[src/rtl/bist_stuck_detector.sv]
// Stuck-at channel detector: observes a channel bundle for a fixed window of test cases, then
// streams the index and kind (stuck-low / stuck-high) of every channel that never toggled.
module bist_stuck_detector #(
  parameter int TEST_CHANNELS = 70,
  parameter int TEST_CASES    = 1000,
  parameter int SKIP_CYCLES   = 0,
  localparam int CH_W  = (TEST_CHANNELS > 1) ? $clog2(TEST_CHANNELS) : 1,
  localparam int CNT_W = $clog2(TEST_CHANNELS + 1)
) (
  input  logic                     clk,
  input  logic                     reset,
  input  logic [TEST_CHANNELS-1:0] input_channels,
  output logic                     busy,
  output logic                     failed,
  output logic                     fault_valid,
  input  logic                     fault_ready,
  output logic [CH_W-1:0]          fault_channel,
  output logic [1:0]               fault_kind,
  output logic [CNT_W-1:0]         fault_count
);

  localparam int CYC_MAX = (SKIP_CYCLES > TEST_CASES) ? SKIP_CYCLES : TEST_CASES;
  localparam int CYC_W   = $clog2(CYC_MAX + 1);
  localparam logic [CYC_W-1:0]         SKIP_LAST = CYC_W'(SKIP_CYCLES - 1);
  localparam logic [CYC_W-1:0]         CASE_LAST = CYC_W'(TEST_CASES - 1);
  localparam logic [CNT_W-1:0]         SCAN_END  = CNT_W'(TEST_CHANNELS);
  localparam logic [TEST_CHANNELS-1:0] ONE_HOT0  = TEST_CHANNELS'(1);

  if (TEST_CASES < 1) begin : g_bad_cases
    $error("bist_stuck_detector: TEST_CASES must be at least 1");
  end

  typedef enum logic [1:0] {
    S_SKIP,
    S_OBSERVE,
    S_REPORT,
    S_DONE
  } state_t;

  state_t                   r_state;
  logic [CYC_W-1:0]         r_cycle;
  logic [CNT_W-1:0]         r_scanCh;
  logic [TEST_CHANNELS-1:0] r_seenHi;
  logic [TEST_CHANNELS-1:0] r_seenLo;
  logic                     r_busy;
  logic                     r_failed;
  logic                     r_faultValid;
  logic [CH_W-1:0]          r_faultChannel;
  logic [1:0]               r_faultKind;
  logic [CNT_W-1:0]         r_faultCount;

  logic [TEST_CHANNELS-1:0] w_chSel;
  logic [TEST_CHANNELS-1:0] w_faultMask;
  logic                     w_curFaulty;
  logic                     w_curHi;
  logic                     w_xfer;
  logic                     w_slotFree;
  logic                     w_scanDone;
  logic [CNT_W-1:0]         w_countNext;

  // r_scanCh points at the next channel to examine; it equals TEST_CHANNELS once all are scanned.
  assign w_chSel     = ONE_HOT0 << r_scanCh;
  assign w_faultMask = ~(r_seenHi & r_seenLo);
  assign w_curFaulty = |(w_faultMask & w_chSel);
  assign w_curHi     = |(r_seenHi & w_chSel);
  assign w_xfer      = r_faultValid & fault_ready;
  assign w_slotFree  = ~r_faultValid | fault_ready;
  assign w_scanDone  = (r_scanCh == SCAN_END);
  assign w_countNext = r_faultCount + CNT_W'(w_xfer);

  always_ff @(posedge clk) begin
    if (reset) begin
      r_state        <= (SKIP_CYCLES == 0) ? S_OBSERVE : S_SKIP;
      r_cycle        <= '0;
      r_scanCh       <= '0;
      r_seenHi       <= '0;
      r_seenLo       <= '0;
      r_busy         <= 1'b1;
      r_failed       <= 1'b0;
      r_faultValid   <= 1'b0;
      r_faultChannel <= '0;
      r_faultKind    <= 2'b00;
      r_faultCount   <= '0;
    end else begin
      unique case (r_state)
        S_SKIP: begin
          if (r_cycle == SKIP_LAST) begin
            r_cycle <= '0;
            r_state <= S_OBSERVE;
          end else begin
            r_cycle <= r_cycle + CYC_W'(1);
          end
        end

        S_OBSERVE: begin
          r_seenHi <= r_seenHi | input_channels;
          r_seenLo <= r_seenLo | ~input_channels;
          if (r_cycle == CASE_LAST) begin
            r_cycle  <= '0;
            r_scanCh <= '0;
            r_state  <= S_REPORT;
          end else begin
            r_cycle <= r_cycle + CYC_W'(1);
          end
        end

        // A transfer and the scan of the next channel share a cycle, so with ready held high
        // every channel costs exactly one cycle whether or not it is faulty.
        S_REPORT: begin
          r_faultCount <= w_countNext;
          if (w_slotFree) begin
            if (w_scanDone) begin
              r_faultValid <= 1'b0;
              r_busy       <= 1'b0;
              r_failed     <= (w_countNext != '0);
              r_state      <= S_DONE;
            end else begin
              r_scanCh <= r_scanCh + CNT_W'(1);
              if (w_curFaulty) begin
                r_faultValid   <= 1'b1;
                r_faultChannel <= r_scanCh[CH_W-1:0];
                r_faultKind    <= w_curHi ? 2'b10 : 2'b01;
              end else begin
                r_faultValid <= 1'b0;
              end
            end
          end
        end

        S_DONE: begin
          r_state <= S_DONE;
        end

        default: begin
          r_state <= S_DONE;
        end
      endcase
    end
  end

  assign busy          = r_busy;
  assign failed        = r_failed;
  assign fault_valid   = r_faultValid;
  assign fault_channel = r_faultChannel;
  assign fault_kind    = r_faultKind;
  assign fault_count   = r_faultCount;

endmodule
[config.mk]
export PLATFORM = sky130hd
export DESIGN_NAME = bist_stuck_detector
export DESIGN_NICKNAME = d
export VERILOG_FILES = /design/src/rtl/bist_stuck_detector.sv
export SDC_FILE = /design/constraint.sdc
export NUM_CORES = 1
export LEC_CHECK = 0
export ABC_AREA = 1
export BUFFER_PORTS_ARGS = -buffer_cell sky130_fd_sc_hd__buf_2
export CORE_UTILIZATION = 40
export CTS_CLUSTER_DIAMETER = 200
export CTS_CLUSTER_SIZE = 24
export DETAILED_ROUTE_END_ITERATION = 16
export SYNTH_ARGS = -nofsm -noshare
export SYNTH_HDL_FRONTEND = slang
export SYNTH_SLANG_ARGS = --single-unit
export TNS_END_PERCENT = 30
[constraint.sdc]
create_clock -name clk -period 2.3 [get_ports clk]
set_input_delay 0 -clock clk [delete_from_list [all_inputs] [get_ports clk]]
set_output_delay 0 -clock clk [all_outputs]
set_load 0.03 [all_outputs]
# After elaboration in Yosys (flattened, before gate mapping)
# Index checks and enable logic that the tools add are counted.
# totals
reg_bits,178
latch_bits,0
ram_bits,0
mem_bits_ro,0
inputBits,73
output_inout_bits,19
word_cells,63
memories,0
# op_classes
n_addsub,3
mul,0
div_mod_pow,0
order_cmp,0
n_eq_ne,11
shifts,1
n_mux,15
bitwise_logic,11
n_reduce_logical,11
# ops
cell,n
$and A70 B70 Y70,3
$not A70 Y70,2
$or A70 B70 Y70,2
$reduce_or A70 Y1,2
$shl A1 B7 Y70 const A,1
$mux W7,3
$eq A10 B10 Y1 const B,2
$mux W10,2
$pmux W10 S2,1
$pmux W7 S2,1
$reduce_and A4 Y1,3
$add A10 B1 Y10 const B,1
$mux W2,5
$ne A2 B2 Y1 const B,5
$pmux W2 S4,1
$add A7 B1 Y7,1
$add A7 B1 Y7 const B,1
$eq A7 B7 Y1 const B,1
$reduce_bool A7 Y1,1
$eq A2 B2 Y1 const B,2
$reduce_bool A2 Y1,2
$reduce_and A3 Y1,1
$eq A2 B1 Y1 const B,1
$logic_not A2 Y1,1
other kinds (5),7

# Longest topological paths before layout
# Gate-level depths: netlist of the first run.
# logic_depth
ltp_word,6
mapped_depth,16
mapped_depth_nobuf,15

# Worst setup path after synthesis of the first run
# OpenSTA, ideal clock, no wires.
# synth_path
path_type,reg2reg
start,register r_scanCh[0]
end,register r_faultChannel[5] (netlist: fault_channel[5])
setup_ps,70
t_arrival_ps,1765
required_ps,2230
setup_slack_ps,464
path_stages_with_launch,16
path_buffers,0
period_less_slack_ps,1836
cell_sequence,dfxtp_1 > inv_1 > ha_1 > nand2_1 > nor2_1 > nand3_1 > nor2_1 > nor2_1 > nand2_1 > nor2_1 > nand2_1 > nor2_1 > nand2_4 > nand2_4 > nand2_1 > a21oi_1
# synth_between
elab_chain_len,4
word_cells_on_any_way,6
classes_between,1 x eq/ne; 1 x shift; 2 x bitwise; 2 x reduce/logical
# synth_lines
element,line_no,text
"start, declared",42,logic [CNT_W-1:0] r_scanCh;
"start signal, assigned",118,r_scanCh <= r_scanCh + CNT_W'(1);
$shl A1 B7 Y70,62,assign w_chSel = ONE_HOT0 << r_scanCh;
$and A70 B70 Y70,64,assign w_curFaulty = |(w_faultMask & w_chSel);
$reduce_or A70 Y1,64,
$reduce_and A4 Y1 (no source line) *,-,
"end signal, assigned",121,r_faultChannel <= r_scanCh[CH_W-1:0];
"end, declared",48,logic [CH_W-1:0] r_faultChannel;
# Every way passes the cells marked *; elsewhere a longest branch is shown, timed or not.
# A chain may end at the register's enable or synchronous reset.

# Worst setup path after layout of the first run
# layout_path
start,register r_scanCh[0]
end,register r_faultChannel[0] (netlist: fault_channel[0])
# layout_between
elab_chain_len,4
word_cells_on_any_way,6
classes_between,1 x eq/ne; 1 x shift; 2 x bitwise; 2 x reduce/logical
# layout_lines
element,line_no
$shl A1 B7 Y70,62
$and A70 B70 Y70,64
$reduce_or A70 Y1,64
$reduce_and A4 Y1 (no source line),-
# Several ways; a longest one is shown, not always the timed one.

==> qor.log, run 1 <==
qor: sta.timing.final.max_slew_violations 0
qor: logic_synthesis.ys_ff_latch 178
qor: logic_synthesis.synth_enable_flop_cells 0
qor: detailed_routing.antenna_violating_nets_post_route 0
qor: worst_setup_path.criticalPathCategory register to register
qor: placement.pre_cts_slack -81.5 ps
qor: final_layout.layout-drive-gt1-share 16.2%
qor: logic_synthesis.synth-xor-area-share 0.950%
qor: logic_synthesis.ys.flop_type dfxtp_1
qor: final_layout.layout.cells.non_filler 1654
qor: pwr.cell_internal_pwr 5.25 mW
qor: worst_setup_path.critical_path_at 2510 ps
qor: clock_tree.cts.root.buffer_cell clkbuf_16
qor: clock_tree.cts_sinks 178
qor: clock_tree.tritoncts.num_buffers 17
qor: global_routing.grt_first_pass_wirelength 41300 µm
qor: sta.final.min_clock_period 2200 ps
qor: floorplanning.die_h 146 µm
qor: clock_tree.clock_insertion_delay_worst_skew 440 ps
qor: detailed_routing.drt-vias-per-instance 5.06
qor: global_routing.vias_in_the_first_global_route 7627
qor: global_routing.grt-ovfl-total 0
qor: placement.postPlaceCellArea 9200 µm²
qor: pwr.worst_ir_drop_vdd 0.000462 V
qor: worst_setup_path.start_kind register
qor: final_layout.nNetsFinal 1454
qor: logic_synthesis.main_combinational_cell_family_by_area_after_synthesis simple AND/OR/NAND/NOR gates
qor: sta.finClkSkew 7.89 ps
qor: sta.hold_viol_final 0
qor: floorplanning.start_util 40.9%
qor: logic_synthesis.async_s_r_ff_share_synth 0%
qor: logic_synthesis.synth.area.mux_share 0%
qor: clock_tree.cts-htree-levels 4
qor: final_layout.post-route-cell-area 10800 µm²
qor: placement.place.gp.congestion 0.920
qor: pwr.pwr-share-clk 42.8%
qor: detailed_routing.total_routed_length 26000 µm
qor: sta.final_min_period_over_clock_period 95.7%
qor: logic_synthesis.ys_warns 0
qor: status.status finished clean
qor: logic_synthesis.synth_adder_area_share 1.36%
qor: final_layout.num_antenna_cells 0
qor: logic_synthesis.compound_gate_fraction_of_synth_area 13.4%
qor: placement.input_output_buffers 91
qor: logic_synthesis.sequential_to_total_area_share_from_yosys_stat 42.9%
qor: detailed_routing.drt_iter0_markers 630
qor: worst_setup_path.worstSetupEndpointType register
qor: global_routing.met1_track_utilization_from_global_routing 36.9%
qor: sta.slew_headroom 50.2%
qor: sta.max_slew.worst_pin.slew 746 ps
qor: detailed_routing.vias 8369
qor: global_routing.globalRouteMet3Util 3.50%
qor: placement.detailed_place_hpwl 18700 µm
qor: logic_synthesis.mappedNetlistNets 1284
qor: final_layout.n_fill_cell 2028
qor: pwr.net-switching-power 1.62 mW
qor: pwr.comb_power_share 7.6%
qor: global_routing.grt-busiest-layer met2
qor: floorplanning.rows 52
qor: clock_tree.tritoncts done
qor: pwr.power_switching_share 23.6%
qor: final_layout.areaGrowthSynthToFinish 29.9%
qor: logic_synthesis.syn-cell-area 8300 µm²
qor: worst_setup_path.required 2610 ps
qor: detailed_routing.route.detailed.drc 0
qor: sta.timing.setup.tns 0 ps
qor: flow_run.maxCapViolCount 0
qor: logic_synthesis.yosys-top-cells-area dfxtp_1 (43%), nand2_1 (12%), nor2_1 (8.0%)
qor: pwr.share_seq_of_total_power 49.7%
qor: final_layout.finish.utilization 53.1%
qor: sta.rsz_0062_raised_after_global_routing true
qor: logic_synthesis.cell_taking_the_most_area_after_synthesis dfxtp_1
qor: global_routing.grt_antenna_before_repair 0
qor: logic_synthesis.synth.avg_cell_area 6.90 µm²
qor: detailed_routing.drt_first_pass_iters 6
qor: floorplanning.floorplan.die.width 146 µm
qor: placement.place_inst 1543
qor: logic_synthesis.distinct_cell_type_count_after_synthesis 30
qor: floorplanning.core_region_area 20300 µm²
qor: global_routing.groute.usage.overall 24.9%
qor: sta.worst_slack 98.4 ps
qor: min_path.worst_hold_path_type input pin to register
qor: logic_synthesis.syn_inst 1202
qor: detailed_routing.drt-wirelength-per-cell 15.7 µm
qor: floorplanning.io_pins 92
qor: pwr.power_leakage 5.02 nW
qor: clock_tree.clk_pin_slew_worst_paths 70 ps
qor: global_routing.groute.layer.met2.usage 37.4%
qor: sta.setup_viol 0
qor: floorplanning.die_area 21300 µm²
qor: logic_synthesis.synth_simple_gate_area_share 32.5%
qor: logic_synthesis.post-synth-top-area-fraction 42.9%
qor: sta.clock.fmax 454 MHz
qor: global_routing.maximum_number_of_pins_on_one_net_before_global_route_repair 72
qor: worst_setup_path.worst-path-max-fanout 5
qor: clock_tree.ctsLongestPathBuffers 2
qor: pwr.power-per-cell-area 637 nW/µm²
[synthesized netlist by cell type, drive strengths merged (2+ instances only)]
cell and instances:
nor2 178, ha 9, nand3 130, clkbuf 37
and3 2, a21oi 96, nor3 25, o21ai 15
o21a 70, nor4 2, dfxtp 178, buf 18
a211oi 3, xor2 8, inv 129, nand4 25
nand2 273
[through the flow]
| step | hold slack [ps] | power [mW] |
|---|---|---|
| after floorplan | 145 | 3.69 |
| after global placement | 236 | 3.88 |
| after detailed placement | 240 | 3.90 |
| after CTS | 316 | 6.92 |
| after global routing | 361 | 7.15 |
| final | 329 | 6.86 |
[repair_timing]
action,4_1_cts,5_1_grt
gates resized for setup,7,53
pin swaps,0,7
setup endpoints to repair,10,13
endpoints found under the hold margin,141,0
setup buffers,0,6
hold buffers,73,0
cloned,0,1
[layout by cell type (no fill, tap or decap), types with 25 or more instances in the layout]
master / netlist / routed
buf_4: 4 / 34
dlygate4sd3_1: 0 / 73
nand2_1: 269 / 262
nor2_1: 177 / 156
nand4_1: 25 / 25
buf_2: 13 / 91
nand3_1: 129 / 129
a21oi_1: 95 / 94
o21a_1: 70 / 70
inv_1: 123 / 121
dfxtp_1: 178 / 175
[sequential cells by signal (all words and copies together) (netlist names), 2 cells and up]
signal and cells:
r_seenHi 70, r_seenLo 70, fault_count 7, r_cycle 10, r_state 2, r_scanCh 7
fault_kind 2, fault_channel 7
[final timing paths]
path                             startpoint               end  slack [ps]  depth (start not counted)
worst max-delay path            r_scanCh[0]  fault_channel[0]         100                         15
worst min-delay path                  reset      r_seenHi[33]         330                          3
worst max register to register  r_scanCh[0]  fault_channel[0]         100                         15
worst min register to register         busy              busy         460                          2
[power by group through the flow]
stage / combinational (mW) / sequential (mW) / clock, mW
detailed placement: 0.421 / 3.48 / 0
finish: 0.519 / 3.41 / 2.93
floorplan: 0.267 / 3.42 / 0
CTS: 0.518 / 3.41 / 2.99
global route: 0.591 / 3.43 / 3.13
global placement: 0.414 / 3.47 / 0
[critical path, cell delays in order, from the launching register on]
cell	delay (ps)
dfxtp_2	350
ha_2	210
ha_2	200
inv_2	130
nor2_4	80
nand3_1	100
nand2_1	70
nor2_2	130
nand2_1	70
nor2_1	90
nand2_1	90
nor2_4	170
buf_4	150
nand2_2	80
nand3_1	80
a21oi_1	70
[cells by family (layout without fill, tap and decap cells)]
kind of cell,Yosys count,count (layout)
AND/OR/NAND/NOR,637,638
AO/OA/AOI/OAI,185,185
buffers and inverters,184,365
flip-flops,178,178
adder cells (fa/ha/maj),9,9
XOR/XNOR,9,9
[final cells by class]
class	count	area, µm²	area share [%]
Timing Repair Buffer	205	1570	14.6
Sequential cell	178	3570	33.1
Clock inverter	8	103	0.952
Inverter	129	484	4.49
Clock buffer	23	488	4.53
Multi-Input combinational cell	841	4220	39.2
Tap cell	270	338	3.13
[per-layer routing]
metal | up-vias | routed length [µm]
met5 | - | 0
met4 | 0 | 454
met3 | 36 | 1560
met2 | 256 | 11400
met1 | 3869 | 12600
li1 | 4208 | -
No activity file was read; power rests on OpenSTA's default activity.
==> run 2, diff against run 1 <==
--- a/config.mk
+++ b/config.mk
@@ -8,6 +8,6 @@
 export ABC_AREA = 1
-export BUFFER_PORTS_ARGS = -buffer_cell sky130_fd_sc_hd__buf_2
+export BUFFER_PORTS_ARGS = -buffer_cell sky130_fd_sc_hd__clkbuf_2
 export CORE_UTILIZATION = 40
 export CTS_CLUSTER_DIAMETER = 200
-export CTS_CLUSTER_SIZE = 24
+export CTS_CLUSTER_SIZE = 25
 export DETAILED_ROUTE_END_ITERATION = 16
--- a/constraint.sdc
+++ b/constraint.sdc
@@ -3,2 +3,2 @@
 set_output_delay 0 -clock clk [all_outputs]
-set_load 0.03 [all_outputs]
+set_load 0.05 [all_outputs]
==> qor.log, run 2 (synthesized netlist as in run 1, its figures left out) <==
qor: status.status finished clean
qor: sta.slew_headroom 64.3%
qor: floorplanning.die_area 21300 µm²
qor: sta.clock.fmax 436 MHz
qor: floorplanning.start_util 40.9%
qor: clock_tree.cts_sinks 178
qor: worst_setup_path.required 2650 ps
qor: sta.max_slew.worst_pin.slew 535 ps
qor: sta.finClkSkew 10.6 ps
qor: clock_tree.cts-htree-levels 4
qor: clock_tree.clk_pin_slew_worst_paths 70 ps
qor: pwr.share_seq_of_total_power 49.1%
qor: min_path.worst_hold_path_type input pin to register
qor: clock_tree.clock_insertion_delay_worst_skew 430 ps
qor: detailed_routing.drt_first_pass_iters 5
qor: sta.hold_viol_final 0
qor: detailed_routing.drt-wirelength-per-cell 16.0 µm
qor: clock_tree.tritoncts.num_buffers 17
qor: floorplanning.floorplan.die.width 146 µm
qor: global_routing.grt_antenna_before_repair 0
qor: sta.timing.final.max_slew_violations 0
qor: pwr.net-switching-power 1.62 mW
qor: global_routing.grt-busiest-layer met2
qor: pwr.power_switching_share 23.3%
qor: worst_setup_path.regToRegStartpoint r_scanCh[0]
qor: worst_setup_path.criticalPathCategory register to register
qor: pwr.pwr-share-clk 43.4%
qor: final_layout.layout.cells.most_common nand2_1
qor: global_routing.maximum_number_of_pins_on_one_net_before_global_route_repair 72
qor: clock_tree.cts.root.buffer_cell clkbuf_16
qor: global_routing.vias_in_the_first_global_route 7744
qor: sta.setup_viol 0
qor: final_layout.num_antenna_cells 0
qor: min_path.worstHoldStart fault_ready
qor: pwr.worst_ir_drop_vdd 0.000438 V
qor: final_layout.finish.utilization 53.5%
qor: final_layout.top_regs r_seenHi: 70 flops, r_seenLo: 70 flops, r_cycle: 10 flops
qor: floorplanning.io_pins 92
qor: detailed_routing.total_routed_length 26600 µm
qor: detailed_routing.vias 8448
qor: global_routing.groute.layer.met2.usage 37.3%
qor: floorplanning.rows 52
qor: worst_setup_path.timing.critical_path.buf_inv 2
qor: placement.place.gp.congestion 0.935
qor: final_layout.layout.cells.non_filler 1657
qor: global_routing.globalRouteMet3Util 4.13%
qor: worst_setup_path.worstSetupStartpoint r_scanCh[0]
qor: final_layout.layout-drive-gt1-share 17.6%
qor: placement.pre_cts_slack -206 ps
qor: worst_setup_path.maximum_cell_stage_delay_along_the_critical_path 390 ps
qor: final_layout.highest_count_cells_in_the_layout_ignoring_fill_and_taps nand2_1 (260), dfxtp_1 (174), nor2_1 (147), nand3_1 (125), inv_1 (119)
qor: floorplanning.die_h 146 µm
qor: sta.worst_slack 9.02 ps
qor: pwr.power-per-cell-area 639 nW/µm²
qor: sta.final.min_clock_period 2290 ps
qor: placement.detailed_place_hpwl 19200 µm
qor: worst_setup_path.path_common_cell nor2_2
qor: detailed_routing.drt_iter0_markers 648
qor: floorplanning.core_region_area 20300 µm²
qor: placement.place_inst 1550
qor: global_routing.grt-ovfl-total 0
qor: final_layout.nNetsFinal 1456
qor: placement.input_output_buffers 91
qor: final_layout.areaGrowthSynthToFinish 31.0%
qor: worst_setup_path.start_kind register
qor: worst_setup_path.worstSetupEndpointType register
qor: clock_tree.tritoncts done
qor: worst_setup_path.critical_path_at 2640 ps
qor: sta.rsz_0062_raised_after_global_routing true
qor: worst_setup_path.worst-path-max-fanout 6
qor: global_routing.groute.usage.overall 25.1%
qor: global_routing.grt_first_pass_wirelength 41700 µm
qor: worst_setup_path.critical-path-top-delay-family simple AND/OR/NAND/NOR gates
qor: detailed_routing.route.detailed.drc 0
qor: worst_setup_path.timing.critical_path.slowest_stage_cell dfxtp_4
qor: worst_setup_path.critical_path.cell_chain clkinvlp_4 -> ha_4 -> nand2_8 -> buf_6 -> nor2_4 -> nand3_4 -> nor2_2 -> nor2_2 -> nand2_1 -> nor2_2 -> nand2_2 -> nor2_4 -> nand2_4 -> nand2_4 -> nand2_1 -> a21oi_1
qor: pwr.comb_power_share 7.5%
qor: detailed_routing.drt-vias-per-instance 5.10
qor: global_routing.met1_track_utilization_from_global_routing 36.9%
qor: pwr.power_leakage 5.03 nW
qor: pwr.cell_internal_pwr 5.33 mW
qor: clock_tree.ctsLongestPathBuffers 2
qor: flow_run.maxCapViolCount 0
qor: sta.final_min_period_over_clock_period 99.6%
qor: detailed_routing.antenna_violating_nets_post_route 0
[run 2: cell count changes in the layout (fill, tap and decap cells not counted), sizes merged]
cell / change
dlygate4sd3: -3
clkbuf: +91
inv: -1
clkinv: +1
nand2: +1
buf: -86
clkinvlp: -1
bufinv: +1
[run 2: layer usage]
metal	share of wire [%]	routed length [µm]	vias to the layer above
met5	0	0	-
met2	43	11500	266
met4	2.1	568	0
met1	49	12900	3925
met3	5.8	1540	36
li1	-	-	4221
[run 2: power groups by stage]
| stage | combinational, mW | clock [mW] | sequential, mW |
|---|---|---|---|
| after floorplan | 0.267 | 0 | 3.42 |
| after global placement | 0.413 | 0 | 3.48 |
| after detailed placement | 0.420 | 0 | 3.48 |
| after CTS | 0.515 | 3.06 | 3.41 |
| after global routing | 0.583 | 3.17 | 3.43 |
| final | 0.518 | 3.02 | 3.41 |
[run 2: tightest hold or removal path: stages]
cell and delay, ps:
clkbuf_2 90, nor2_1 50, nand2_1 110, nand4_1 100, nand3_1 70
[run 2: through the flow]
step                total power [mW]  setup TNS [ps]  instance area [µm²]  hold WS (ps)
floorplan                       3.69               0                 8300           145
global route                    7.19            -514                10900          58.8
finish                          6.95               0                10900          31.9
global placement                3.89           -1740                 9220           248
CTS                             6.99               0                10600          14.8
detailed placement              3.90           -1860                 9220           250
[run 2: final timing paths]
kind,endpoint,cells after the start,slack (ps)
worst min-delay path,r_state[0],5,30
worst max-delay path,fault_channel[3],16,9
worst max register to register,fault_channel[3],16,9
worst min register to register,busy,2,460
[run 2: cell type report]
class	count	area, µm²
Fill cell	2071	9430
Multi-Input combinational cell	842	4320
Sequential cell	178	3570
Timing Repair Buffer	206	1540
Inverter	129	488
Clock buffer	24	482
Tap cell	270	338
Clock inverter	8	126
[run 2: what timing repair did]
item,4_1_cts,5_1_grt
buffers inserted,2,3
endpoints found under the hold margin,140,0
pin swaps,1,10
setup endpoints to repair,10,10
gates resized for setup,4,81
hold buffers,70,0
gates cloned,1,1
